$ cat src/rtl/arith_pkg.sv
// Shared FSM state type and chunk-width helper for the chunked subtractor.
// SUB_MOD_CORRECT_EN adds the FIX state used by the modular correction pass.
package arith_pkg;

`ifdef SUB_MOD_CORRECT_EN
   typedef enum logic [1:0] {IDLE, SUB, FIX} state_t;
`else
   typedef enum logic [0:0] {IDLE, SUB} state_t;
`endif

   function automatic int unsigned chunk_w(input int unsigned size, input int unsigned parts);
      return size / parts;
   endfunction

   localparam int unsigned DEFAULT_CHUNK_W = chunk_w(256, 4);

endpackage

$ cat src/rtl/chunk_addsub.sv
// One chunk of a multi-cycle adder/subtractor with carry/borrow in and out.
// add_i=0: z = x - y - cin, cout = borrow; add_i=1: z = x + y + cin, cout = carry.
module chunk_addsub #(
   parameter int unsigned W = 64
) (
   input  logic         add_i,
   input  logic [W-1:0] x_i,
   input  logic [W-1:0] y_i,
   input  logic         cin_i,
   output logic [W-1:0] z_o,
   output logic         cout_o
);

   logic [W:0] acc;

   always_comb begin
      if (add_i) begin
         acc = {1'b0, x_i} + {1'b0, y_i} + (W+1)'(cin_i);
      end else begin
         // Negative differences land in [-2^W, -1], so bit W is the borrow.
         acc = {1'b0, x_i} - {1'b0, y_i} - (W+1)'(cin_i);
      end
   end

   assign z_o    = acc[W-1:0];
   assign cout_o = acc[W];

endmodule

$ cat src/rtl/sub_n_parts.sv
// Multi-cycle SIZE-bit subtractor processing PARTS chunks, one per clock.
// Define SUB_MOD_CORRECT_EN for a constant-time add-back of MODULUS on borrow.
module sub_n_parts
   import arith_pkg::*;
#(
   parameter int unsigned   SIZE    = 256,
   parameter int unsigned   PARTS   = 4,
   parameter logic [SIZE-1:0] MODULUS = (SIZE'(1) << (SIZE-1)) - SIZE'(19)
) (
   input  logic            clk,
   input  logic            rst,
   input  logic            start,
   input  logic [SIZE-1:0] a,
   input  logic [SIZE-1:0] b,
   output logic [SIZE-1:0] result,
   output logic            borrow,
   output logic            done
);

   localparam int unsigned     CW   = chunk_w(SIZE, PARTS);
   localparam int unsigned     CNTW = (PARTS > 1) ? $clog2(PARTS) : 1;
   localparam logic [CNTW-1:0] LAST = CNTW'(PARTS - 1);

   state_t          state_q, state_d;
   logic [SIZE-1:0] a_q, a_d, b_q, b_d, res_q, res_d;
   logic [CNTW-1:0] cnt_q, cnt_d;
   logic            chain_q, chain_d;
   logic            borrow_q, borrow_d;

   logic [31:0]     base;
   logic            last;
   logic            add_mode;
   logic [CW-1:0]   op_x, op_y, op_z;
   logic            op_cout;

   assign base = 32'(cnt_q) * CW;
   assign last = (cnt_q == LAST);

   always_comb begin
      add_mode = 1'b0;
      op_x     = a_q[base +: CW];
      op_y     = b_q[base +: CW];
`ifdef SUB_MOD_CORRECT_EN
      // FIX adds MODULUS only when SUB borrowed; the pass always runs so timing is data-independent.
      if (state_q == FIX) begin
         add_mode = 1'b1;
         op_x     = res_q[base +: CW];
         op_y     = MODULUS[base +: CW] & {CW{borrow_q}};
      end
`endif
   end

`ifndef SUB_MOD_CORRECT_EN
   logic unused_modulus;
   assign unused_modulus = ^MODULUS;
`endif

   chunk_addsub #(.W(CW)) u_chunk (
      .add_i  (add_mode),
      .x_i    (op_x),
      .y_i    (op_y),
      .cin_i  (chain_q),
      .z_o    (op_z),
      .cout_o (op_cout)
   );

   always_ff @(posedge clk or posedge rst) begin
      if (rst) state_q <= IDLE;
      else     state_q <= state_d;
   end

   always_comb begin
      state_d = state_q;
      case (state_q)
         IDLE: if (start) state_d = SUB;
`ifdef SUB_MOD_CORRECT_EN
         SUB:  if (last) state_d = FIX;
         FIX:  if (last) state_d = IDLE;
`else
         SUB:  if (last) state_d = IDLE;
`endif
         default: state_d = IDLE;
      endcase
   end

   always_comb begin
      done     = (state_q == IDLE);
      a_d      = a_q;
      b_d      = b_q;
      res_d    = res_q;
      cnt_d    = cnt_q;
      chain_d  = chain_q;
      borrow_d = borrow_q;
      case (state_q)
         IDLE: begin
            if (start) begin
               a_d     = a;
               b_d     = b;
               cnt_d   = '0;
               chain_d = 1'b0;
            end
         end
         SUB: begin
            res_d[base +: CW] = op_z;
            chain_d           = op_cout;
            cnt_d             = cnt_q + 1'b1;
            if (last) begin
               borrow_d = op_cout;
               chain_d  = 1'b0;
               cnt_d    = '0;
            end
         end
`ifdef SUB_MOD_CORRECT_EN
         FIX: begin
            res_d[base +: CW] = op_z;
            chain_d           = op_cout;
            cnt_d             = cnt_q + 1'b1;
            if (last) begin
               chain_d = 1'b0;
               cnt_d   = '0;
            end
         end
`endif
         default: ;
      endcase
   end

   always_ff @(posedge clk or posedge rst) begin
      if (rst) begin
         a_q      <= '0;
         b_q      <= '0;
         res_q    <= '0;
         cnt_q    <= '0;
         chain_q  <= 1'b0;
         borrow_q <= 1'b0;
      end else begin
         a_q      <= a_d;
         b_q      <= b_d;
         res_q    <= res_d;
         cnt_q    <= cnt_d;
         chain_q  <= chain_d;
         borrow_q <= borrow_d;
      end
   end

   assign result = res_q;
   assign borrow = borrow_q;

endmodule

$ cat config.mk
export PLATFORM = sky130hd
export DESIGN_NAME = sub_n_parts
export DESIGN_NICKNAME = d
export VERILOG_FILES = /design/src/rtl/arith_pkg.sv /design/src/rtl/chunk_addsub.sv /design/src/rtl/sub_n_parts.sv
export SDC_FILE = /design/constraint.sdc
export NUM_CORES = 2
export LEC_CHECK = 0
export CORE_MARGIN = 2
export CORE_UTILIZATION = 40
export CTS_CLUSTER_SIZE = 28
export DETAILED_ROUTE_END_ITERATION = 7
export PLACE_DENSITY = 0.68
export SLEW_MARGIN = 0
export SYNTH_ARGS = -nofsm -noshare
export SYNTH_HDL_FRONTEND = slang
export SYNTH_SLANG_ARGS = --single-unit
$ cat constraint.sdc
create_clock -name clk -period 25.5 [get_ports clk]
set_input_delay 5.1 -clock clk [delete_from_list [all_inputs] [get_ports clk]]
set_output_delay 5.1 -clock clk [all_outputs]
set_load 0.02 [all_outputs]
==> flow_metrics.tcl <==
set metrics [dict create \
    start_util_pct 40.35 \
    ys_warn_count 0 \
    synth_cells 2701 \
    ys_seq_area_share_pct 53.25 \
    setup_viol 0 \
    slowest_stage "buf_4" \
    grt_pass1_vias 26160 \
    worstMarginPinSlew_ns 1.145 \
    place_hpwl_um 88540 \
    synth_common_cells "dfrtp_1 (773), mux2_2 (512), a22o_1 (228), inv_1 (210), clkbuf_1 (149)" \
    cp-startpoint "rst" \
    cts_tree "built" \
    die-area_um2 93240 \
    grt_overflow_total 0 \
    setup-tns-final_ns 0 \
    synth.top_cell.area_share_pct 53.25 \
    clockBufferDepth 3 \
    hp-start "result[241]$_DFFE_PP0P_" \
    fmaxAchievable_mhz 103.1 \
    post-route-drc-count 0 \
    startpoint_type "input pin" \
    numClockSinks 773 \
    synthFlopType "dfrtp_1" \
    crit_fanout 175 \
    grt_pass1_wl_um 172600 \
    max_slew_margin_pct 23.13 \
    synthesis.area_um2 36320 \
    fp.dieH_um 305.3 \
    synth-seq-cells 773 \
    holdBufCountCts 0 \
    skew_ns 0.03806 \
    drive_gt1_share_pct 23.72 \
    drt-total-wl_um 116000 \
    async_reset_ff_share_pct 100.0 \
    grt_setup_unrepaired "false" \
    finalHoldViolCount 0 \
    io_buffers 772 \
    syn-num-nets 3348 \
    end_kind "async pin" \
    rows 110 \
    ant_nets 0 \
    synth_area_per_cell_um2 13.45 \
    yosysUniqueCellTypes 58 \
    grt_max_degree 176 \
    io_pins 773 \
    post_drt_via_cell_ratio 5.436 \
    nFillCells 7641 \
    areaGrowthSynthToFinish_pct 32.55 \
    cts-root-buf "clkbuf_16" \
    drv_cap 0 \
    vias 25480 \
    cp.arrival_ns 10.28 \
    outcome "completed" \
    synth.most_common_cell "dfrtp_1" \
    initialDrtViolationCount 1658 \
    drv_slew 0 \
    crit_required_ns 26.08 \
    die_x_um 305.3 \
    cts_resized 0 \
    detail_route.first_pass.iterations 7 \
    core-area_um2 90010 \
    worst-path-stages 7 \
    critPathBufInv 7 \
    htreeDepth 3 \
    hold_class "reg2reg" \
    cts_buffers 85 \
    grt_usage_pct 24.71 \
    cp_cell_sequence "clkdlybuf4s50_1, clkinvlp_4, buf_4, buf_4, buf_4, buf_4, buf_12" \
    crit_family "buffers and inverters" \
    period_share_pct 38.03 \
    clock_latency_ns 0.64 \
    path_common_cell "buf_4" \
    gp_congestion 0.8764 \
    yosysTopAreaCell "dfrtp_1" \
    r2r_cells 17 \
    min_period_ns 9.697 \
    r2r-start "cnt_q[1]$_DFFE_PP0P_" \
    netlist_top_cells_area "dfrtp_1 (53%), mux2_2 (16%), mux4_2 (7.9%)" \
    path_class "in2async" \
    antenna_found_initial 41 \
    min_path_cells 2 \
    final_nets 4069 \
    clkTransAtPathRegs_ns 0.06 \
    max_stage_delay_ns 0.85 \
    synth_edf_count 0 \
    post_cts_buffers 0 \
    wl_per_cell_um 24.74 \
]
## area by class of cell
| class | instances | area [µm²] | area share, % |
|---|---|---|---|
| Inverter | 210 | 792.0 | 1.645 |
| Clock inverter | 25 | 387.9 | 0.8056 |
| Clock buffer | 127 | 2486 | 5.164 |
| Sequential cell | 773 | 19350 | 40.19 |
| Antenna cell | 25 | 62.56 | 0.1299 |
| Tap cell | 1176 | 1471 | 3.056 |
| Multi-Input combinational cell | 1546 | 15590 | 32.38 |
| Timing Repair Buffer | 806 | 8008 | 16.63 |
## flip-flops by register name, summed over array words and instances (netlist names)
register / count
b_q: 256
state_q: 1
chain_q: 1
result: 256
a_q: 256
cnt_q: 2
borrow: 1
## path summary, 6_finish.rpt
| check | slack, ns | endpoint |
|---|---|---|
| worst max-delay path | 15.80 | a_q[71]$_DFFE_PP0P_ |
| worst min-delay path | 0.48 | result[241]$_DFFE_PP0P_ |
| worst max register to register | 18.73 | result[124]$_DFFE_PP0P_ |
| worst min register to register | 0.48 | result[241]$_DFFE_PP0P_ |
| max in group clk | 16.93 | a_q[245]$_DFFE_PP0P_ |
| min in group asynchronous | 5.01 | result[225]$_DFFE_PP0P_ |
## tightest hold or removal path, cell delays in order (launching register included)
cell,delay (ns)
dfrtp_1,0.34
nand2_1,0.05
o21ai_0,0.06
## metrics by stage
step                      area, µm²  setup WS [ns]  std cells  hold WS, ns  utilization (%)
after detailed placement      45210          15.02       4511       0.4699            50.23
final                         48150          15.80       4688       0.4784            53.49
after CTS                     48080          15.69       4663       0.4837            53.42
after global placement        45210          14.99       4511       0.4618            50.23
after floorplan               36330          9.797       2701       0.4498                -
after global routing          48140          15.07       4687       0.5034            53.49
## layer usage
metal  vias up  global-route usage, %  wire length [µm]
met5         -                      0               155
met3       195                  5.373              6899
li1      11380                      -                 -
met1     13090                  32.44             48910
met2       798                  40.35             56370
met4        26                  9.027              3668
## cells in the final DEF (no fill, tap or decap), types with 32 or more instances in the layout
| master | netlist | final |
|---|---|---|
| ha_1 | 130 | 130 |
| a21oi_1 | 86 | 86 |
| nor2_1 | 36 | 36 |
| a22o_1 | 228 | 228 |
| mux4_2 | 128 | 128 |
| inv_1 | 210 | 209 |
| clkdlybuf4s50_1 | 0 | 772 |
| dfrtp_1 | 773 | 771 |
| nand2_1 | 88 | 84 |
| mux2_2 | 512 | 512 |
| xnor2_1 | 33 | 33 |
| o21ai_0 | 70 | 69 |
| buf_4 | 0 | 32 |
| clkbuf_16 | 0 | 86 |
## kinds of logic (layout without fill, tap and decap cells)
family          Yosys count  after routing  synth area share (%)
mux                     640            640                 23.81
other cells               0             25                     0
flops                   773            773                 53.25
simple gates            229            229                 3.069
xor+xnor                 58             58                 1.399
compound gates          487            487                 9.931
fa+ha+maj               132            132                 4.588
buf+inv                 382           1168                 3.951
Power is left out: the tool's default activity adds up to more than one toggle a clock period on the data nets, which glitch-free logic cannot reach.
